===== config.mk =====
export PLATFORM = sky130hd
export DESIGN_NAME = pwm_decoder_flat
export DESIGN_NICKNAME = d
export VERILOG_FILES = /design/src/rtl/pwm_decoder_if.sv /design/src/rtl/pwm_decoder.sv /design/src/flat_wrapper.sv
export SDC_FILE = /design/constraint.sdc
export NUM_CORES = 1
export LEC_CHECK = 0
export CAP_MARGIN = 0
export CORE_UTILIZATION = 50
export CTS_CLUSTER_DIAMETER = 60
export DETAILED_ROUTE_END_ITERATION = 10
export DONT_BUFFER_PORTS = 1
export MAX_ROUTING_LAYER = met4
export PLACE_DENSITY = 0.76
export SYNTH_ARGS = -nofsm -noshare
export SYNTH_HDL_FRONTEND = slang
export SYNTH_SLANG_ARGS = --single-unit

===== constraint.sdc =====
create_clock -name clk_255kHz -period 2.34 [get_ports clk_255kHz]
set_input_delay 0.468 -clock clk_255kHz [delete_from_list [all_inputs] [get_ports clk_255kHz]]
set_output_delay 0.468 -clock clk_255kHz [all_outputs]
set_load 0.03 [all_outputs]

===== src/rtl/pwm_decoder_if.sv =====
// pwm_decoder_if: pulse input and decoded result bundle for pwm_decoder.
// Ports: pwm_in (source -> decoder); width, width_valid, pulse_error,
//   signal_ok (decoder -> consumer). master = source/consumer side,
//   slave = decoder side.
interface pwm_decoder_if;
   logic       pwm_in;
   logic [7:0] width;
   logic       width_valid;
   logic       pulse_error;
   logic       signal_ok;

   modport master (
      output pwm_in,
      input  width,
      input  width_valid,
      input  pulse_error,
      input  signal_ok
   );

   modport slave (
      input  pwm_in,
      output width,
      output width_valid,
      output pulse_error,
      output signal_ok
   );
endinterface


===== src/rtl/pwm_decoder.sv =====
// pwm_decoder: measures RC servo/PWM high time and converts it to an
// 8-bit code (1ms -> 0, 2ms -> 255).
// Ports: clk_255kHz (tick clock), reset (sync, active-high),
//   bus.pwm_in (async pulse in), bus.width (last accepted code),
//   bus.width_valid (1-cycle update strobe), bus.pulse_error
//   (1-cycle out-of-range strobe), bus.signal_ok (pulses arriving).
module pwm_decoder #(
   parameter int OFFSET_TICKS  = 255,
   parameter int MIN_TICKS     = 204,
   parameter int MAX_TICKS     = 561,
   parameter int TIMEOUT_TICKS = 7650
) (
   input logic         clk_255kHz,
   input logic         reset,
   pwm_decoder_if.slave bus
);

   localparam int CW = 13;

   localparam logic [CW-1:0] OFF_C = CW'(OFFSET_TICKS);
   localparam logic [CW-1:0] MIN_C = CW'(MIN_TICKS);
   localparam logic [CW-1:0] MAX_C = CW'(MAX_TICKS);
   localparam logic [CW-1:0] HSAT  = CW'(MAX_TICKS + 1);
   localparam logic [CW-1:0] TOUT  = CW'(TIMEOUT_TICKS);
   localparam logic [CW-1:0] CODE_MAX = CW'(255);

   typedef enum logic [1:0] {
      IDLE,
      HIGH,
      LOW
   } state_t;

   state_t state;

   logic          s1;
   logic          s;
   logic          s_d;
   logic [2:0]    primed;

   logic [CW-1:0] hi_cnt;
   logic [CW-1:0] per_cnt;

   logic          rise;
   logic          fall;
   logic          timeout;
   logic          in_range;

   logic [CW-1:0] excess;
   logic [7:0]    code;

   logic [7:0]    width_q;
   logic          width_valid_q;
   logic          pulse_error_q;
   logic          signal_ok_q;

   // primed[2] marks that s_d holds a real post-reset sample, so a
   // pulse already high when reset releases never looks like a rise.
   assign rise    = s & ~s_d & primed[2];
   assign fall    = ~s & s_d & primed[2];
   assign timeout = (per_cnt == TOUT);

   assign in_range = (hi_cnt >= MIN_C) && (hi_cnt <= MAX_C);

   // Compare before subtracting so short pulses clamp to 0
   // instead of wrapping.
   always_comb begin
      excess = '0;
      code   = '0;
      if (hi_cnt > OFF_C) begin
         excess = hi_cnt - OFF_C;
         if (excess > CODE_MAX) begin
            code = 8'hFF;
         end else begin
            code = excess[7:0];
         end
      end
   end

   always_ff @(posedge clk_255kHz) begin
      if (reset) begin
         s1     <= 1'b0;
         s      <= 1'b0;
         s_d    <= 1'b0;
         primed <= '0;
      end else begin
         s1     <= bus.pwm_in;
         s      <= s1;
         s_d    <= s;
         primed <= {primed[1:0], 1'b1};
      end
   end

   always_ff @(posedge clk_255kHz) begin
      if (reset) begin
         hi_cnt  <= '0;
         per_cnt <= '0;
      end else begin
         if (rise) begin
            per_cnt <= '0;
         end else if (per_cnt != TOUT) begin
            per_cnt <= per_cnt + 1'b1;
         end

         if (rise) begin
            hi_cnt <= CW'(1);
         end else if (state == HIGH && s && hi_cnt != HSAT) begin
            hi_cnt <= hi_cnt + 1'b1;
         end
      end
   end

   // A rise in the same cycle as a timeout wins: it restarts the
   // period counter, so a pulse after a long silence is measured.
   always_ff @(posedge clk_255kHz) begin
      if (reset) begin
         state         <= IDLE;
         width_q       <= '0;
         width_valid_q <= 1'b0;
         pulse_error_q <= 1'b0;
         signal_ok_q   <= 1'b0;
      end else begin
         width_valid_q <= 1'b0;
         pulse_error_q <= 1'b0;
         if (timeout && !rise) begin
            state       <= IDLE;
            signal_ok_q <= 1'b0;
         end else begin
            unique case (state)
               IDLE: begin
                  if (rise) begin
                     state <= HIGH;
                  end
               end
               HIGH: begin
                  if (fall) begin
                     state <= LOW;
                     if (in_range) begin
                        width_q       <= code;
                        width_valid_q <= 1'b1;
                        signal_ok_q   <= 1'b1;
                     end else begin
                        pulse_error_q <= 1'b1;
                     end
                  end
               end
               LOW: begin
                  if (rise) begin
                     state <= HIGH;
                  end
               end
               default: begin
                  state <= IDLE;
               end
            endcase
         end
      end
   end

   assign bus.width       = width_q;
   assign bus.width_valid = width_valid_q;
   assign bus.pulse_error = pulse_error_q;
   assign bus.signal_ok   = signal_ok_q;

endmodule

===== src/flat_wrapper.sv =====
// flat-port wrapper written by rule: the top's interface ports become plain ports
module pwm_decoder_flat 
#(
   parameter int OFFSET_TICKS  = 255,
   parameter int MIN_TICKS     = 204,
   parameter int MAX_TICKS     = 561,
   parameter int TIMEOUT_TICKS = 7650
)
  (clk_255kHz, reset, bus_pwm_in, bus_width, bus_width_valid, bus_pulse_error, bus_signal_ok);
  pwm_decoder_if bus_i ();
  input logic clk_255kHz;
  input logic reset;
  input wire logic [$bits(bus_i.pwm_in)-1:0] bus_pwm_in;
  output wire logic [$bits(bus_i.width)-1:0] bus_width;
  output wire logic [$bits(bus_i.width_valid)-1:0] bus_width_valid;
  output wire logic [$bits(bus_i.pulse_error)-1:0] bus_pulse_error;
  output wire logic [$bits(bus_i.signal_ok)-1:0] bus_signal_ok;
  assign bus_i.pwm_in = bus_pwm_in;
  assign bus_width = bus_i.width;
  assign bus_width_valid = bus_i.width_valid;
  assign bus_pulse_error = bus_i.pulse_error;
  assign bus_signal_ok = bus_i.signal_ok;
  pwm_decoder #(.OFFSET_TICKS(OFFSET_TICKS), .MIN_TICKS(MIN_TICKS), .MAX_TICKS(MAX_TICKS), .TIMEOUT_TICKS(TIMEOUT_TICKS)) u_core (.clk_255kHz(clk_255kHz), .reset(reset), .bus(bus_i));
endmodule

==> metrics.cfg <==
[sta]
hold_viol_final=0
fin_setup_tns_ns=0
max_freq_ghz=0.486
hold-worst-slack_ns=0.222
fin_crit_sh=0.880
setup_viol=0
tightestPinTransition_ns=0.520
rsz0062_at_grt=no
relSlewSlack=0.652
maxSlewViolCount=0
fin_worst_skew_ns=0.00489
layout_min_cycle_time_ns=2.06

[worst_setup_path]
cp_data_arrival_time_ns=2.29
required_ns=2.57
r2r-end=u_core.hi_cnt[12]$_SDFFE_PP0P_
r2r-start=u_core.hi_cnt[0]$_SDFFE_PP0P_
path_max_fanout=8
r2r_cells=7
r2r_slack_ns=0.28
start_kind=flop
end_kind=flop
crit_type=flop to flop

[pwr]
combPwrFrac=0.031
leakage_nw=0.840
pwr-share-clk=0.369
ir_drop_mv=0.413
power_mw=1.31
swShare=0.232
pwr-share-seq=0.601
power_density_nw_per_um2=552
power_switching_mw=0.304
p_int_mw=1.00

[die]
initial_core_util=0.541
num_rows=23
io-pin-count=14
die_area_um2=4760
die_w_um=69.0
die_y_um=69.0
core-area_um2=4140

[global_route]
grt_max_degree=16
overflow=0
grt_use_total=0.200
grt_pass1_wl_um=6670
grt_pass1_vias=1500
antenna_found_initial=0

[detailed_routing]
drc=0
vias=1716
drt_wl_total_um=4070
firstDrtPassIters=4
wire_per_inst_um=13.8
antenna_left=0
drt_iter0_drc=124
viasPerCell=5.82

[final_layout]
area_delta_synth_final_pct=5.64
fill_cells=372
diodes=0
drive_above_1_share=0.102
finalNetCount=253

[synthesis]
synthMuxAreaShare=0
syn_area_per_cell_um2=9.19
synth_top_area_frac=0.402
synth-compound-area-share=0.149
synth_cell_type_count=50
syn_inst=244
yosysWarningCount=0
yosysSeqAreaShare=0.402
synth_edf_count=0
synth-seq-cells=45
synthAdderAreaFrac=0.0335
synth_top_family_by_area=simple AND/OR/NAND/NOR gates
syn-num-nets=253
synth-simple-area-share=0.286
async_flop_share=0
synth_top_cell_by_area=dfxtp_1
synthXorXnorAreaFrac=0.0898
ys.flop_type=dfxtp_1
syn_area_um2=2240
synthTopCellsByArea=dfxtp_1, xor2_1, nand3_1, nor2_1, ha_1

[worst_hold_path]
hp-class=primary input to flop
min_path_cells=1
whs_endpoint=u_core.s$_SDFF_PP0_
min_from=reset

[cts]
cts_resized=0
clock_sinks=45
cts-root-buf=clkbuf_8
htree_levels=2
path_clk_slew_ns=0.08
clk_latency_ns=0.30
cts_buffer_depth=2
cts-buffers-inserted=5
cts_setup_buffers=0
cts_tree=yes
ctsHoldBuffers=0

[placement]
io_buffers=0
place.gp.congestion=0.841
dp_hpwl_um=3030

[outcome]
status=completed

[run]
drv_cap=0

==> layer usage <==
layer / global-route usage / vias to the layer above / routed length, um
met5: - / - / 0
met4: 0.115 / 0 / 106
met3: 0.0559 / 12 / 140
met2: 0.295 / 35 / 1850
met1: 0.243 / 790 / 1970
li1: - / 879 / -
==> area by class of cell <==
cell class | count | area, um^2 | area share
sequential | 45 | 901 | 0.380
inverter | 7 | 26.3 | 0.0111
clock inverter | 3 | 21.3 | 0.00898
timing repair buffer | 5 | 37.5 | 0.0158
multi-input combinational | 180 | 1250 | 0.528
tap | 50 | 62.6 | 0.0264
clock buffer | 5 | 68.8 | 0.0291
==> cell families after synthesis <==
| logic type | after synthesis |
|---|---|
| buffers and inverters | 19 |
| and+or+nand+nor | 111 |
| AOI/OAI and AO/OA | 40 |
| DFF | 45 |
| adders and majority gates | 6 |
| xor gates and xnor gates | 23 |
==> sequential cells by signal (all words and copies together), names as in the netlist <==
name                    flops
u_core.primed               3
u_core.per_cnt             13
u_core.s1                   1
u_core.hi_cnt              13
u_core.state                2
u_core.s_d                  1
u_core.bus.width_valid      1
u_core.bus.width            8
u_core.bus.pulse_error      1
u_core.s                    1
u_core.bus.signal_ok        1
==> synth_stat cells (4+ instances only) <==
cell type and count:
nor2_1 24, nor2b_1 7, xnor2_1 8, ha_1 6
dfxtp_1 45, nand4_1 8, xor2_1 15, nor3_1 4
inv_1 7, or3_1 7, nand2_1 6, buf_2 8
and3_1 4, a21oi_1 11, a22o_1 8, o21ai_0 5
nand3_1 24, and2_1 7, nand3b_1 6
==> stage by stage <==
step           cells  utilization  setup WS [ns]  area [um^2]
2_1_floorplan    244            -          0.476         2240
3_3_place_gp     287        0.550          0.329         2280
3_5_place_dp     287        0.550          0.284         2280
4_1_cts          295        0.572          0.261         2370
5_1_grt          295        0.572         0.0477         2370
6_report         295        0.572          0.281         2370
==> power groups by stage <==
stage,Clock (mW),Combinational (mW),Sequential [mW]
6_report,0.482,0.0402,0.785
3_5_place_dp,0,0.0405,0.803
4_1_cts,0.500,0.0406,0.785
3_3_place_gp,0,0.0397,0.803
2_1_floorplan,0,0.0319,0.801
5_1_grt,0.527,0.0450,0.787
==> worst max-delay path by stage <==
stage / from / end / cells after the start
floorplan: u_core.hi_cnt[0]$_SDFFE_PP0P_ / u_core.bus.width[0]$_SDFFE_PP0P_ / 6
global placement: u_core.hi_cnt[0]$_SDFFE_PP0P_ / u_core.bus.width[0]$_SDFFE_PP0P_ / 7
detailed placement: u_core.hi_cnt[0]$_SDFFE_PP0P_ / u_core.hi_cnt[12]$_SDFFE_PP0P_ / 7
CTS: u_core.hi_cnt[0]$_SDFFE_PP0P_ / u_core.hi_cnt[12]$_SDFFE_PP0P_ / 7
global route: u_core.hi_cnt[0]$_SDFFE_PP0P_ / u_core.hi_cnt[12]$_SDFFE_PP0P_ / 7
finish: u_core.hi_cnt[0]$_SDFFE_PP0P_ / u_core.hi_cnt[12]$_SDFFE_PP0P_ / 7
==> cell usage in the layout, fill, tap and decap left out, drive strengths merged, types with 2 or more instances in the layout <==
| cell type | n |
|---|---|
| nor2 | 24 |
| nor3 | 4 |
| and2 | 7 |
| or3 | 7 |
| nor4 | 3 |
| nand3b | 6 |
| nand4 | 9 |
| clkbuf | 5 |
| nand2b | 2 |
| o31ai | 2 |
| buf | 5 |
| inv | 8 |
| ha | 6 |
| a21oi | 13 |
| xnor2 | 8 |
| a22o | 8 |
| o21ai | 5 |
| dfxtp | 45 |
| nand2 | 6 |
| xor2 | 15 |
| nand3 | 24 |
| and3 | 4 |
| nor2b | 7 |
| or4 | 2 |
==> worst max-delay path, stage by stage (launching register included) <==
cell,delay [ns]
dfxtp_1,0.49
inv_1,0.14
ha_1,0.21
nor4bb_1,0.13
nand4_2,0.12
nand3_1,0.21
or4_1,0.53
a21oi_1,0.15
(Power assumes the default switching activity.)
==> RTL change, RTL diff (same settings) <==
Make the reset (`reset`) asynchronous in 3 clocked blocks.
--- a/src/rtl/pwm_decoder.sv
+++ b/src/rtl/pwm_decoder.sv
@@ -77,5 +77,5 @@
    end
 
-   always_ff @(posedge clk_255kHz) begin
+   always_ff @(posedge clk_255kHz or posedge reset) begin
       if (reset) begin
          s1     <= 1'b0;
@@ -91,5 +91,5 @@
    end
 
-   always_ff @(posedge clk_255kHz) begin
+   always_ff @(posedge clk_255kHz or posedge reset) begin
       if (reset) begin
          hi_cnt  <= '0;
@@ -112,5 +112,5 @@
    // A rise in the same cycle as a timeout wins: it restarts the
    // period counter, so a pulse after a long silence is measured.
-   always_ff @(posedge clk_255kHz) begin
+   always_ff @(posedge clk_255kHz or posedge reset) begin
       if (reset) begin
          state         <= IDLE;
Behaviour: differs if reset is asserted again (counterexample within 10 cycles, from zero or initial values and one cycle with reset high); with reset held inactive, the same outputs for 10 cycles.
==> RTL change against the original RTL <==
  * Sequential share of layout area is 7.7 points higher
  * Clock skew is 5.4 ps higher
  * Critical endpoint is now u_core.bus.width[0]
  * Area after synthesis is 3.9% higher
  * Non-clock buffer count is 2 higher
  * Sequential cell count stayed put
  * Cell area is 3.9% higher
  * Setup slack worse by 56 ps
  * Die area is 3.8% higher
  * Global-route usage is 0.79 points lower
  * Critical path type unchanged
  * Wire length is 3.4% higher
  * Highest routed layer unchanged
Power is not compared: it rests on default switching activity, and its combinational part moved more than twofold at a synthesized area within 25%.
==> RTL change: results (changes against the original RTL) <==
status: finished, final reports clean
final WL: 4210 um (+3.4%)
MaxCap Viol Count: 0 (unchanged)
met1 Use GR: 24.3% (about the same)
R2R cell count: 6 (-1)
DR iter-0 viols: 147 (+19%)
met2 routed wirelength: 2100 um (+14%)
placed inst area: 2370 um^2 (+4.1%)
met2 Use GR: 31.9% (+2.4 points)
launch point of the worst path: u_core.hi_cnt[1]
syn nets: 241 (-4.7%)
Sw Pwr: 536 uW
syn_area_per_cell: 10.0 um^2 (+9.3%)
routing usage on met3: 4.04% (-1.6 points)
Worst path slowest cell: dfrtp_1
relative slew slack: 66.8% (+1.5 points)
r2r endpoint: u_core.bus.width[0]
Inst Count DP: 279 (-2.8%)
part of the Yosys area used for sequential elements: 48.3% (+8.2 points)
all-layer global routing usage: 19.2% (-0.79 points)
worst reg2reg setup slack: 230 ps (-60 ps)
sequential share of power: 56.5%
first-pass GRT wire length: 7370 um (+10%)
layout cells sized above 1: 11.5% (+1.3 points)
Crit path max-delay family: compound AO/OA/AOI/OAI gates
GP Congestion: 0.976 (+16%)
Final Power: 1.74 mW
first-pass iteration count of the detailed router: 4 (unchanged)
commonest cells in the netlist: dfrtp_1 (45), nor2_1 (28), nand3_1 (18)
Vias: 1,664 (-3.0%)
CP peak stage delay: 470 ps (-60 ps)
Min Clock Period, post-route: 2110 ps (+55.6 ps)
CTS resizes: 0 (unchanged)
largest net degree at the start of global routing: 27 (+11)
dominant cells by area after synthesis: dfrtp_1 (48%), xor2_1 (4.9%), nor2_1 (4.5%)
fraction of registers with async set/reset: 100% (+100 points)
Fin Clk Skew: 10.3 ps (+5.39 ps)
Via density: 5.80 (-0.33%)
metal3 WL: 155 um (+11%)
Hold Path Class: in2async
hpwl dp: 3070 um (+1.4%)
Setup WS pre-CTS: 255 ps (-29.1 ps)
Synth cell types: 47 (-6.0%)
CP max FO: 8 (unchanged)
vias in the first global route: 1,583 (+5.5%)
Crit. End Element: flip-flop
met1 WL: 1920 um (-2.9%)
## RTL change: worst min-delay path by stage
stage,from,endpoint,slack (ps)
after floorplan,u_core.primed[0],u_core.primed[1],330
after global placement,u_core.s1,u_core.s,330
after detailed placement,u_core.s1,u_core.s,350
after CTS,reset,u_core.primed[0],70
after global routing,reset,u_core.primed[0],100
final,reset,u_core.primed[0],70
## RTL change: layout make-up
| type | count | area, um^2 |
|---|---|---|
| clock buffers | 6 | 72.6 |
| clock inverters | 2 | 15.0 |
| fillers | 376 | 1950 |
| inverters | 7 | 26.3 |
| multi-input cells | 168 | 1100 |
| flip-flops and latches | 45 | 1130 |
| well taps | 52 | 65.1 |
| repair buffers | 7 | 52.6 |
## RTL change: cell families after synthesis
logic type / Yosys count / synth area share [%]
simple gates: 102 / 23.6
flops: 45 / 48.3
compound gates: 34 / 10.9
xor+xnor: 25 / 9.40
buf+inv: 19 / 4.35
fa+ha+maj: 6 / 3.22
other cells: 1 / 0.161
